### config.mk
export PLATFORM = sky130hd
export DESIGN_NAME = hazard_unit
export DESIGN_NICKNAME = d
export VERILOG_FILES = /design/src/rtl/hazard_pkg.sv /design/src/rtl/dest_tag_pipe.sv /design/src/rtl/hazard_unit.sv
export SDC_FILE = /design/constraint.sdc
export NUM_CORES = 1
export LEC_CHECK = 0
export ABC_CLOCK_PERIOD_IN_PS = 5000
export CORE_AREA = 2 2 72 74
export CTS_CLUSTER_SIZE = 16
export DETAILED_ROUTE_END_ITERATION = 7
export DIE_AREA = 0 0 74 76
export MAX_ROUTING_LAYER = met4
export PLACE_DENSITY_LB_ADDON = 0.1
export REMOVE_ABC_BUFFERS = 1
export SYNTH_ARGS = -nofsm -noshare
export SYNTH_HDL_FRONTEND = slang
export SYNTH_HIERARCHICAL = 1
export SYNTH_SLANG_ARGS = --single-unit
### constraint.sdc
create_clock -name clk -period 5 [get_ports clk]
set_input_delay 0.75 -clock clk [delete_from_list [all_inputs] [get_ports clk]]
set_output_delay 0.75 -clock clk [all_outputs]
set_load 0.02 [all_outputs]
### src/rtl/hazard_pkg.sv
// ----------------------------------------------------------------------------
// hazard_pkg
// Shared definitions for the hazard / pipeline-control unit:
//   - operand-forward select encodings driven to the EX operand muxes
//   - shadow tag slot layout {valid, rd, load} and slot indices
//   - command encoding for the destination-tag shift register
// ----------------------------------------------------------------------------
package hazard_pkg;

    // EX operand select: ID/EX value, MEM-stage ALU result, WB data.
    typedef enum logic [1:0] {
        FWD_NONE = 2'd0,
        FWD_MEM  = 2'd1,
        FWD_WB   = 2'd2
    } fwd_sel_e;

    // Shadow pipeline slots: one per post-decode stage.
    localparam int NUM_SLOTS = 3;
    localparam int SLOT_EX   = 0;
    localparam int SLOT_MEM  = 1;
    localparam int SLOT_WB   = 2;

    // Tag layout, MSB to LSB: {valid, rd[rd_w-1:0], load}.
    localparam int TAG_LOAD_BIT = 0;
    localparam int TAG_RD_LSB   = 1;

    function automatic int tag_w(input int rd_w);
        return rd_w + 2;
    endfunction

    // What the tag pipe does on the next clock edge.
    typedef enum logic [1:0] {
        TAG_SHIFT  = 2'd0,  // ID tag enters EX, everything advances
        TAG_HOLD   = 2'd1,  // whole pipe frozen
        TAG_BUBBLE = 2'd2   // empty tag enters EX, everything else advances
    } tag_cmd_e;

endpackage

### src/rtl/dest_tag_pipe.sv
// ----------------------------------------------------------------------------
// dest_tag_pipe
// Three-slot shadow shift register of destination tags (EX, MEM, WB) kept in
// step with the real pipeline. Each slot is {valid, rd, load}.
//
// Ports:
//   clk_i     core clock
//   rst_n_i   asynchronous active-low reset; empties every slot
//   cmd_i     tag_cmd_e: shift in tag_i / hold all / shift in a bubble
//   tag_i     tag of the instruction currently in ID
//   tags_o    all slots, slot i at [i*TW +: TW] (slot 0 = EX)
// ----------------------------------------------------------------------------
module dest_tag_pipe
    import hazard_pkg::*;
#(
    parameter int REG_ADDR_W = 5
) (
    input  logic                                    clk_i,
    input  logic                                    rst_n_i,
    input  logic [1:0]                              cmd_i,
    input  logic [tag_w(REG_ADDR_W)-1:0]            tag_i,
    output logic [NUM_SLOTS*tag_w(REG_ADDR_W)-1:0]  tags_o
);

    localparam int TW = tag_w(REG_ADDR_W);

    logic [TW-1:0] slot_q [NUM_SLOTS];
    logic [TW-1:0] slot_d [NUM_SLOTS];

    always_comb begin
        slot_d = slot_q;
        case (tag_cmd_e'(cmd_i))
            TAG_SHIFT: begin
                slot_d[0] = tag_i;
                for (int i = 1; i < NUM_SLOTS; i++) slot_d[i] = slot_q[i-1];
            end
            TAG_BUBBLE: begin
                slot_d[0] = '0;
                for (int i = 1; i < NUM_SLOTS; i++) slot_d[i] = slot_q[i-1];
            end
            default: ;  // TAG_HOLD: keep everything
        endcase
    end

    always_ff @(posedge clk_i or negedge rst_n_i) begin
        if (!rst_n_i) begin
            for (int i = 0; i < NUM_SLOTS; i++) slot_q[i] <= '0;
        end else begin
            for (int i = 0; i < NUM_SLOTS; i++) slot_q[i] <= slot_d[i];
        end
    end

    for (genvar g = 0; g < NUM_SLOTS; g++) begin : g_out
        assign tags_o[g*TW +: TW] = slot_q[g];
    end

endmodule

### src/rtl/hazard_unit.sv
// ----------------------------------------------------------------------------
// hazard_unit
// Hazard detection and pipeline control for the 5-stage core. Tracks the
// destination tags of the instructions in EX/MEM/WB, and each cycle decides
// whether the front end holds, which pipeline registers take a bubble, and
// which operand source EX uses next cycle.
//
// Build option: define FORWARDING_EN to enable EX operand forwarding. Without
// it, fwd_rs1/fwd_rs2 are tied to 0 and any dependence on EX or MEM stalls
// until the producer reaches WB.
//
// Ports:
//   clk, reset (async, active-low)
//   id_valid, id_rs1/2, id_use_rs1/2, id_rd, id_wr, id_load : ID instruction
//   ex_redirect  taken branch/jump resolved in EX
//   ext_stall    memory busy, freezes the whole pipe
//   pc_hold, ifid_hold, ifid_flush, idex_bubble : combinational controls
//   fwd_rs1, fwd_rs2  registered EX operand selects (fwd_sel_e)
//   stall_cnt         saturating count of hazard-stall cycles
// ----------------------------------------------------------------------------
module hazard_unit
    import hazard_pkg::*;
#(
    parameter int REG_ADDR_W  = 5,
    parameter int STALL_CNT_W = 16
) (
    input  logic                   clk,
    input  logic                   reset,
    input  logic                   id_valid,
    input  logic [REG_ADDR_W-1:0]  id_rs1,
    input  logic [REG_ADDR_W-1:0]  id_rs2,
    input  logic                   id_use_rs1,
    input  logic                   id_use_rs2,
    input  logic [REG_ADDR_W-1:0]  id_rd,
    input  logic                   id_wr,
    input  logic                   id_load,
    input  logic                   ex_redirect,
    input  logic                   ext_stall,
    output logic                   pc_hold,
    output logic                   ifid_hold,
    output logic                   ifid_flush,
    output logic                   idex_bubble,
    output logic [1:0]             fwd_rs1,
    output logic [1:0]             fwd_rs2,
    output logic [STALL_CNT_W-1:0] stall_cnt
);

    localparam int TW = tag_w(REG_ADDR_W);

    logic [NUM_SLOTS*TW-1:0] tags;
    logic [TW-1:0]           s_ex, s_mem, s_wb;
    tag_cmd_e                tag_cmd;

    dest_tag_pipe #(
        .REG_ADDR_W (REG_ADDR_W)
    ) u_tags (
        .clk_i   (clk),
        .rst_n_i (reset),
        .cmd_i   (tag_cmd),
        .tag_i   ({id_valid & id_wr, id_rd, id_load}),
        .tags_o  (tags)
    );

    assign s_ex  = tags[SLOT_EX*TW  +: TW];
    assign s_mem = tags[SLOT_MEM*TW +: TW];
    assign s_wb  = tags[SLOT_WB*TW  +: TW];

    // The register file is write-through, so a producer in WB never needs
    // forwarding or a stall; its tag is tracked only to keep the shadow
    // pipeline the same depth as the real one.
    logic unused_wb_tag;
    assign unused_wb_tag = ^s_wb;

    // A slot produces a source when it is live, writes that register, the
    // register is not x0, and ID actually reads the source.
    function automatic logic produces(input logic [TW-1:0] tag,
                                      input logic [REG_ADDR_W-1:0] src,
                                      input logic use_src);
        logic [REG_ADDR_W-1:0] rd;
        rd = tag[TW-2:TAG_RD_LSB];
        return tag[TW-1] && use_src && (rd == src) && (rd != '0);
    endfunction

    function automatic logic [STALL_CNT_W-1:0] sat_inc(input logic [STALL_CNT_W-1:0] v);
        return (v == '1) ? v : v + 1'b1;
    endfunction

    logic ex_rs1, ex_rs2, mem_rs1, mem_rs2;
    logic load_use, hz;

    assign ex_rs1  = produces(s_ex,  id_rs1, id_use_rs1);
    assign ex_rs2  = produces(s_ex,  id_rs2, id_use_rs2);
    assign mem_rs1 = produces(s_mem, id_rs1, id_use_rs1);
    assign mem_rs2 = produces(s_mem, id_rs2, id_use_rs2);

    assign load_use = id_valid & s_ex[TAG_LOAD_BIT] & (ex_rs1 | ex_rs2);

`ifdef FORWARDING_EN
    // Only a load in EX cannot be forwarded in time.
    assign hz = load_use;
`else
    // Without forwarding every EX/MEM dependence waits for WB; load_use is a
    // subset of the EX term and is kept only for clarity.
    assign hz = load_use | (id_valid & (ex_rs1 | ex_rs2 | mem_rs1 | mem_rs2));
`endif

    logic fwd_clr, fwd_load, cnt_inc;

    // Priority: reset, then ext_stall (freeze), then redirect (wrong-path ID
    // instruction is discarded, so it overrides any hazard), then hazard.
    always_comb begin
        pc_hold     = 1'b0;
        ifid_hold   = 1'b0;
        ifid_flush  = 1'b0;
        idex_bubble = 1'b0;
        tag_cmd     = TAG_SHIFT;
        fwd_clr     = 1'b0;
        fwd_load    = 1'b0;
        cnt_inc     = 1'b0;
        if (!reset) begin
            tag_cmd = TAG_HOLD;
        end else if (ext_stall) begin
            pc_hold   = 1'b1;
            ifid_hold = 1'b1;
            tag_cmd   = TAG_HOLD;
        end else if (ex_redirect) begin
            ifid_flush  = 1'b1;
            idex_bubble = 1'b1;
            tag_cmd     = TAG_BUBBLE;
            fwd_clr     = 1'b1;
        end else if (hz) begin
            pc_hold     = 1'b1;
            ifid_hold   = 1'b1;
            idex_bubble = 1'b1;
            tag_cmd     = TAG_BUBBLE;
            fwd_clr     = 1'b1;
            cnt_inc     = 1'b1;
        end else begin
            fwd_load = 1'b1;
        end
    end

    logic [STALL_CNT_W-1:0] stall_cnt_q, stall_cnt_d;

    assign stall_cnt_d = cnt_inc ? sat_inc(stall_cnt_q) : stall_cnt_q;

    always_ff @(posedge clk or negedge reset) begin
        if (!reset) stall_cnt_q <= '0;
        else        stall_cnt_q <= stall_cnt_d;
    end

    assign stall_cnt = stall_cnt_q;

`ifdef FORWARDING_EN
    // Youngest producer wins: EX (moving to MEM) beats MEM (moving to WB).
    function automatic logic [1:0] fwd_pick(input logic ex_hit, input logic mem_hit);
        if (ex_hit)  return FWD_MEM;
        if (mem_hit) return FWD_WB;
        return FWD_NONE;
    endfunction

    logic [1:0] fwd_rs1_q, fwd_rs1_d, fwd_rs2_q, fwd_rs2_d;

    always_comb begin
        fwd_rs1_d = fwd_rs1_q;
        fwd_rs2_d = fwd_rs2_q;
        if (fwd_clr) begin
            fwd_rs1_d = FWD_NONE;
            fwd_rs2_d = FWD_NONE;
        end else if (fwd_load) begin
            fwd_rs1_d = id_valid ? fwd_pick(ex_rs1, mem_rs1) : FWD_NONE;
            fwd_rs2_d = id_valid ? fwd_pick(ex_rs2, mem_rs2) : FWD_NONE;
        end
    end

    always_ff @(posedge clk or negedge reset) begin
        if (!reset) begin
            fwd_rs1_q <= FWD_NONE;
            fwd_rs2_q <= FWD_NONE;
        end else begin
            fwd_rs1_q <= fwd_rs1_d;
            fwd_rs2_q <= fwd_rs2_d;
        end
    end

    assign fwd_rs1 = fwd_rs1_q;
    assign fwd_rs2 = fwd_rs2_q;
`else
    logic unused_fwd_ctl;
    assign unused_fwd_ctl = fwd_clr ^ fwd_load;

    assign fwd_rs1 = FWD_NONE;
    assign fwd_rs2 = FWD_NONE;
`endif

endmodule
======== After elaboration in Yosys (flattened, before gate mapping) ========
Index checks and enable logic that the tools add are counted.
storage, ports and cells
  bits in registers ....................... 30
  bits of input ports ..................... 24
  output and inout bits ................... 24
  word-level logic and storage cells ...... 53
cells by class
  add/subtract/negate cells ............... 1
  eq/ne operators ......................... 6
  multiplexer cells ....................... 17
  bitwise gates (word level) .............. 9
  reductions and logical operators ........ 17
operator list
  kind                                                             number
  21-bit case mux with 2 select lines                              1
  5-bit == test                                                    4
  16-bit by 1-bit adder with 16-bit output, second input constant  1
  16-bit == test, second input constant                            1
  1-bit logical AND                                                12
  1-bit two-way mux                                                12
  5-bit nonzero test                                               2
  2-bit two-way mux                                                4
  1-bit AND                                                        4
  1-bit OR                                                         4
  2-bit == test, second input constant                             1
  2-bit logical NOT                                                1
  2-bit AND reduction                                              1
  2-bit nonzero test                                               1
  1-bit NOT                                                        1

======== Longest topological paths before layout ========
  word-level depth ........................ 14
  depth in mapped cells ................... 9
  depth with buffers taken out ............ 8

======== Hierarchy ========
The synthesis kept the hierarchy.
by module, submodules not included
  module         instances  cells each  area each (um^2)  seq. area each (um^2)
  hazard_unit    1          123         1168.6            400.4
  dest_tag_pipe  1          59          878.3             525.5

======== Least setup slack after synthesis ========
No wires, ideal clock.
  path type ............................... in2out
  from .................................... input id_rs1[3]
  to ...................................... output pc_hold
  data arrival time ....................... 2379 ps
  required time ........................... 4250 ps
  setup slack ............................. 1871 ps
  stages .................................. 7
  path through ............................ xor2_1 -> nor4_1 -> a32oi_1 -> o22ai_1 -> nand2_1 -> o21ai_0 -> buf_4
between the ends
  cells in the longest elaborated chain, start to end .. 12
ends and longest elaborated chain
  item                                 line                                   text
  from (decl)                          hazard_unit.sv:30                      input logic [REG_ADDR_W-1:0] id_rs1,
  5-bit == test                        hazard_unit.sv:81                      return tag[TW-1] && use_src && (rd == src) && (rd != '0);
  1-bit logical AND (2 in series)      hazard_unit.sv:81
  1-bit OR                             hazard_unit.sv:96, hazard_unit.sv:104
  1-bit OR (2 in series)               hazard_unit.sv:104                     assign hz = load_use | (id_valid & (ex_rs1 | ex_rs2 | mem_rs1 | mem_rs2));
  1-bit AND                            hazard_unit.sv:104
  1-bit OR (*)                         hazard_unit.sv:104
  1-bit two-way mux (*) (4 in series)  n/a
  to (decl)                            hazard_unit.sv:39                      output logic pc_hold,
Mark *: on every way between the ends. The rest lies on a longest branch, timed or not.

======== Final worst setup path ========
  from .................................... input id_rs1[3]
  to ...................................... output pc_hold
between the ends
  cells in the longest elaborated chain, start to end .. 12
ends and longest elaborated chain
  item                             line                                   text
  5-bit == test                    hazard_unit.sv:81
  1-bit logical AND (2 in series)  hazard_unit.sv:81
  1-bit OR                         hazard_unit.sv:96, hazard_unit.sv:104
  1-bit OR (2 in series)           hazard_unit.sv:104
  1-bit AND                        hazard_unit.sv:104
  1-bit OR (*)                     hazard_unit.sv:104
  1-bit two-way mux (*)            hazard_unit.sv:131                     end else if (hz) begin
  1-bit two-way mux (*)            hazard_unit.sv:126                     end else if (ex_redirect) begin
  1-bit two-way mux (*)            hazard_unit.sv:122                     end else if (ext_stall) begin
  1-bit two-way mux (*)            hazard_unit.sv:120                     if (!reset) begin
Marked as above.

==> key figures <==
Clocking
  • CTS tree: yes
  • Clock slew at reported path FFs: 0.09 ns
  • Post-CTS sizing: 0
  • H-tree depth: 1
  • CTS root buf: clkbuf_8
  • Worst-Skew Late Latency: between 0.2 and 0.3 ns
  • Setup Fix Bufs, Post-CTS: 0
  • CTS Hold Bufs: 0
  • Clk buf depth: 2
  • Clock sink count: 28
  • Total CTS buffers: 3

Die
  • Width of the die: 74 um
  • Starting Density: 34.77%
  • I/O pin total: 48
  • Core footprint: 4912 um^2
  • Die span in y: 76 um
  • Cell row count: 26
  • Die Area: about 5600 um^2

Critical path
  • CP Max Fanout: 2
  • Slowest-stage cell, CP: clkdlybuf4s50_1
  • Crit-path max cell delay: 0.66 ns
  • Most frequent CP cell: clkdlybuf4s50_1
  • Worst path arrival time: between 3 and 4 ns
  • Crit-path cells: clkdlybuf4s50_1 > xor2_1 > nor4_1 > a32oi_1 > o22ai_1 > nand2_1 > o21ai_0 > clkdlybuf4s50_1
  • CP required: 4.25 ns
  • Critical path class: in2out
  • Register-to-register setup slack: roughly 2.6 ns
  • Reg-to-Reg End: stall_cnt[14]
  • Critical path's top delay family: buffers and inverters
  • Worst r2r src: u_tags/tags_o[5]
  • Worst Setup End Kind: output port
  • Crit start category: input port
  • Worst reg2reg path depth: 6
  • Crit path buffers/inverters: 2

Global route
  • Largest net degree at the start of global routing: 31
  • First-pass GRT wire length: 6251 um
  • Gr usage total: 14.31%
  • Initial antenna violation count: 0
  • Vias in the first global route: 1374
  • Grt ovf: 0

Detailed routing
  • Iteration-0 DRC count of the detailed router: 36
  • Drt pass-1 iters: 3
  • ANT nets after route: 0
  • DRC: 0
  • Via Count: between 1000 and 1500
  • DR WL/cell: 13.79 um
  • Via density: about 4.8
  • Final WL: 3585 um

Finish
  • Post-route cell area: 2111 um^2
  • Layout cells sized above 1: 8.421%
  • Final Util: 42.97%
  • P&R area growth vs syn: 23.59%
  • Layout Nets: 217
  • # diodes: 0

Power and ir drop
  • Maximum vdd ir drop: 0.09008 mV
  • Clock power frac: 24.4%
  • Register share of total power: 55.5%
  • P_int: 351.8 uW
  • Power Total: ~480 uW
  • Gate power share: roughly a fifth
  • Sw frac: 27.04%
  • Leak: around 0.00085 uW
  • P_sw: 130.4 uW
  • Power Dens Cells: 228.4 nW/um^2

Timing
  • Setup_tns: 0 ns
  • Endpoints failing setup: 0
  • Layout Skew: 0.004529 ns
  • Fin crit share: 79.30%
  • Measured slew at the worst slew-check pin: between 0.6 and 0.7 ns
  • RSZ-0062 raised after global routing: false
  • Minimum clock period: 3.965 ns
  • Max Fclk: 252.2 MHz
  • Max-slew violations: 0
  • Max-Slew Margin vs Limit: 58.12%
  • Fin. Hold Viols: 0

Min path
  • Hold depth: 1
  • Hold Path Origin: stall_cnt[9]
  • Hold Path End: stall_cnt[9]
  • Tightest Hold Check Type: reg2reg

Synthesis
  • YS warnings: 6
  • Post-Syn Instances: around 160
  • Synthesized area per cell: 10.54 um^2
  • Post-synthesis cell area: 1708 um^2

Outcome
  • Status: complete, no violations

Flow run
  • MaxCap Viol Count: 0

Place
  • DP Wirelength: between 2000 and 3000 um
  • I/O Buffers: 42
  • Placed cell area: 2069 um^2
  • Placer Congestion: around 0.85
==> power by group through the flow <==
stage	sequential (uW)	clock [uW]	combinational [uW]
after global placement	273	0	95.0
final	267	118	97.0
after detailed placement	273	0	97.9
after CTS	269	125	98.3
after floorplan	265	0	58.5
after global routing	272	131	107
==> routing by layer <==
| metal | up-vias | part of all wire (%) | global-route usage (%) |
|---|---|---|---|
| met2 | 25 | 51 | 23.30 |
| met3 | 2 | 3.4 | 1.323 |
| met1 | 616 | 45 | 18.54 |
| met5 | - | 0 | - |
| li1 | 600 | - | - |
| met4 | 0 | 0.70 | 4.727 |
==> cells in the final DEF, fill, tap and decap left out, drive strengths merged, types with 6 or more instances in the layout <==
cell,n
mux2,8
nand3,10
nand2,10
nor2,6
dfrtp,28
xor2,16
xnor2,17
a22o,6
clkdlybuf4s50,42
==> state kept, by name, summed over array words and instances (netlist names) <==
register       cells
stall_cnt         16
u_tags/tags_o     12
==> stage by stage <==
| step | setup slack, ns | hold WS (ns) | cells |
|---|---|---|---|
| after floorplan | 1.771 | 0.4544 | 144 |
| after global placement | 1.063 | 0.4876 | 257 |
| after detailed placement | 1.001 | 0.4864 | 257 |
| after CTS | 0.9858 | 0.5010 | 260 |
| after global routing | 0.8592 | 0.5209 | 260 |
| final | 1.035 | 0.4975 | 260 |
==> worst max-delay path by stage <==
stage,from,endpoint,slack (ns),cells past startpoint
after detailed placement,id_rs2[3],pc_hold,1.00,8
after global routing,id_rs2[4],pc_hold,0.86,8
after CTS,id_rs2[4],pc_hold,0.99,8
after floorplan,id_rs1[3],ifid_hold,1.77,6
final,id_rs1[3],pc_hold,1.03,8
after global placement,id_rs2[4],idex_bubble,1.06,8
==> area by class of cell <==
class	count	area, um^2
Fill cell	488	2801
Sequential cell	28	700.7
Inverter	1	3.754
Tap cell	70	87.58
Clock buffer	3	41.29
Multi-Input combinational cell	115	849.6
Timing Repair Buffer	43	427.9
Note: power is estimated with default switching activity, not from simulation.
==> RTL change: new RTL, same flow settings <==
Register the output `stall_cnt` once more; this adds one clock of latency there. The other outputs are not delayed to match. Comments in the files are not updated.
--- a/src/rtl/hazard_unit.sv
+++ b/src/rtl/hazard_unit.sv
@@ -150,5 +150,7 @@
     end
 
-    assign stall_cnt = stall_cnt_q;
+    always_ff @(posedge clk) begin
+        stall_cnt <= stall_cnt_q;
+    end
 
 `ifdef FORWARDING_EN
Behaviour: not the same (Yosys sat finds a counterexample within 4 cycles, from zero or initial values and one cycle with reset low).
==> RTL change against the unedited design <==
- maximum frequency grew 6.9%
- largest cell class is now sequential cells
- wire length is 8.6% higher
- critical path type unchanged
- area after synthesis increased by 18%
- total power is 58% higher
- register-to-register slack better by 0.02 ns
- sequential cell count rose by 16
- final area grew 18%
- setup slack gained 0.26 ns
==> RTL change: results (changes against the unedited design) <==
Setup path
  – Critical-path maximum fanout: 17 (+15)
  – Crit-path max cell delay: 0.66 ns (about the same)
  – Slowest cell on crit path: clkdlybuf4s50_1
  – CP arrival: 2.96 ns (-0.26 ns)

STA
  – Worst slew margin: 61.1% (+3.0 points)
  – Max Clock Skew: 0.00770 ns (+0.00318 ns)
  – Setup TNS: 0 ns (unchanged)

GRT
  – GRT Util Overall: 15.5% (+1.2 points)
  – Pin count of the biggest net entering global routing: 30 (-3.2%)
  – Initial antenna violation count: 0 (unchanged)
  – Global-route wire length before repair: 6580 um (+5.2%)

Routing
  – Wire per inst: 13.9 um (+0.81%)
  – Via count: 1,356 (+9.1%)
  – Drt pass-1 iters: 4 (+1)
  – DRT iter0 DRCs: 67 (+86%)

CTS
  – Clock latency on the worst-skew pair: 0.29 ns (+0.02 ns)
  – Cts bufs inserted: 5 (+2)
  – Reg clk slew, reported paths: 0.07 ns (-0.02 ns)
  – Post-CTS setup buffer count: 0 (unchanged)
  – H-tree depth: 2 (+1)
  – Root Buffer: clkbuf_8
  – Post-cts resize count: 0 (unchanged)
  – Clk buf depth: 2 (unchanged)

Power
  – Max IR drop VDD: 0.166 mV (+84%)
  – Leakage: 1.08 nW (+28%)

Logic synthesis
  – Syn avg cell area: 11.4 um^2 (+8.2%)
  – YS warnings: 6 (unchanged)

Placed design
  – Buffers on Ports: 42 (unchanged)
  – Setup WS pre-CTS: 1.28 ns (+0.284 ns)
  – Placed insts: 272 (+5.8%)
  – Placer Congestion: 0.754 (-11%)
  – Cell Area, Placed: 2380 um^2 (+15%)
  – Detail Placement HPWL: 2940 um (+7.7%)

Final layout
  – Fill cells: 454 (-7.0%)
  – Fin cells: 280 (+7.7%)
  – Fraction of layout cells with a size suffix above 1: 9.05% (+0.63 points)
  – Layout area overhead: 23.1%
  – # diodes: 0 (unchanged)
  – Final nets: 234 (+7.8%)

Outcome
  – Outcome: finished clean

Hold path
  – Hold Crit Class: reg -> reg
RTL change: critical path, delay by kind of cell:
kind	cells	cell delay, ns
and+or+nand+nor	1	0.11
AOI/OAI and AO/OA	3	0.78
xor gates and xnor gates	1	0.21
buffers and inverters	2	1.11
RTL change: stage by stage:
step                hold WS, ns  total power, mW
floorplan                 0.347            0.462
global placement          0.360            0.506
detailed placement        0.369            0.509
CTS                       0.386            0.774
global route              0.405            0.800
finish                    0.384            0.760
RTL change: metal layers:
layer	vias up	wire, um	GRT usage, %
li1	647	-	-
met1	650	1660	19.1
met2	52	1950	23.8
met3	7	239	5.56
met4	0	51	4.73
met5	-	0	-
RTL change: path summary, 6_finish.rpt:
check / start / endpoint / slack, ns / cells after the start
setup / recovery: id_rs1[1] / idex_bubble / 1.29 / 7
hold / removal: stall_cnt_q[11]$_DFFE_PN0P_ / stall_cnt[11]$_DFF_P_ / 0.38 / 0
setup reg to reg: u_tags/tags_o[1]$_DFFE_PN0P_ / u_tags/tags_o[1]$_DFFE_PN0P_ / 2.58 / 6
hold reg to reg: stall_cnt_q[11]$_DFFE_PN0P_ / stall_cnt[11]$_DFF_P_ / 0.38 / 0
min in group asynchronous: reset / stall_cnt_q[8]$_DFFE_PN0P_ / 0.91 / 2
max in group asynchronous: reset / stall_cnt_q[12]$_DFFE_PN0P_ / 3.82 / 2
RTL change: report_power, final:
part,total [mW],internal [mW],switching [mW]
Clock,0.260,0.148,0.112
Combinational,0.106,0.0617,0.0444
Sequential,0.394,0.371,0.0232
RTL change: layout make-up:
class / count / share of cell area, %
Tap cell: 70 / 3.53
Multi-Input combinational cell: 111 / 33.2
Inverter: 4 / 0.605
Clock buffer: 6 / 2.92
Timing Repair Buffer: 43 / 17.2
Sequential cell: 44 / 41.1
Clock inverter: 2 / 1.41
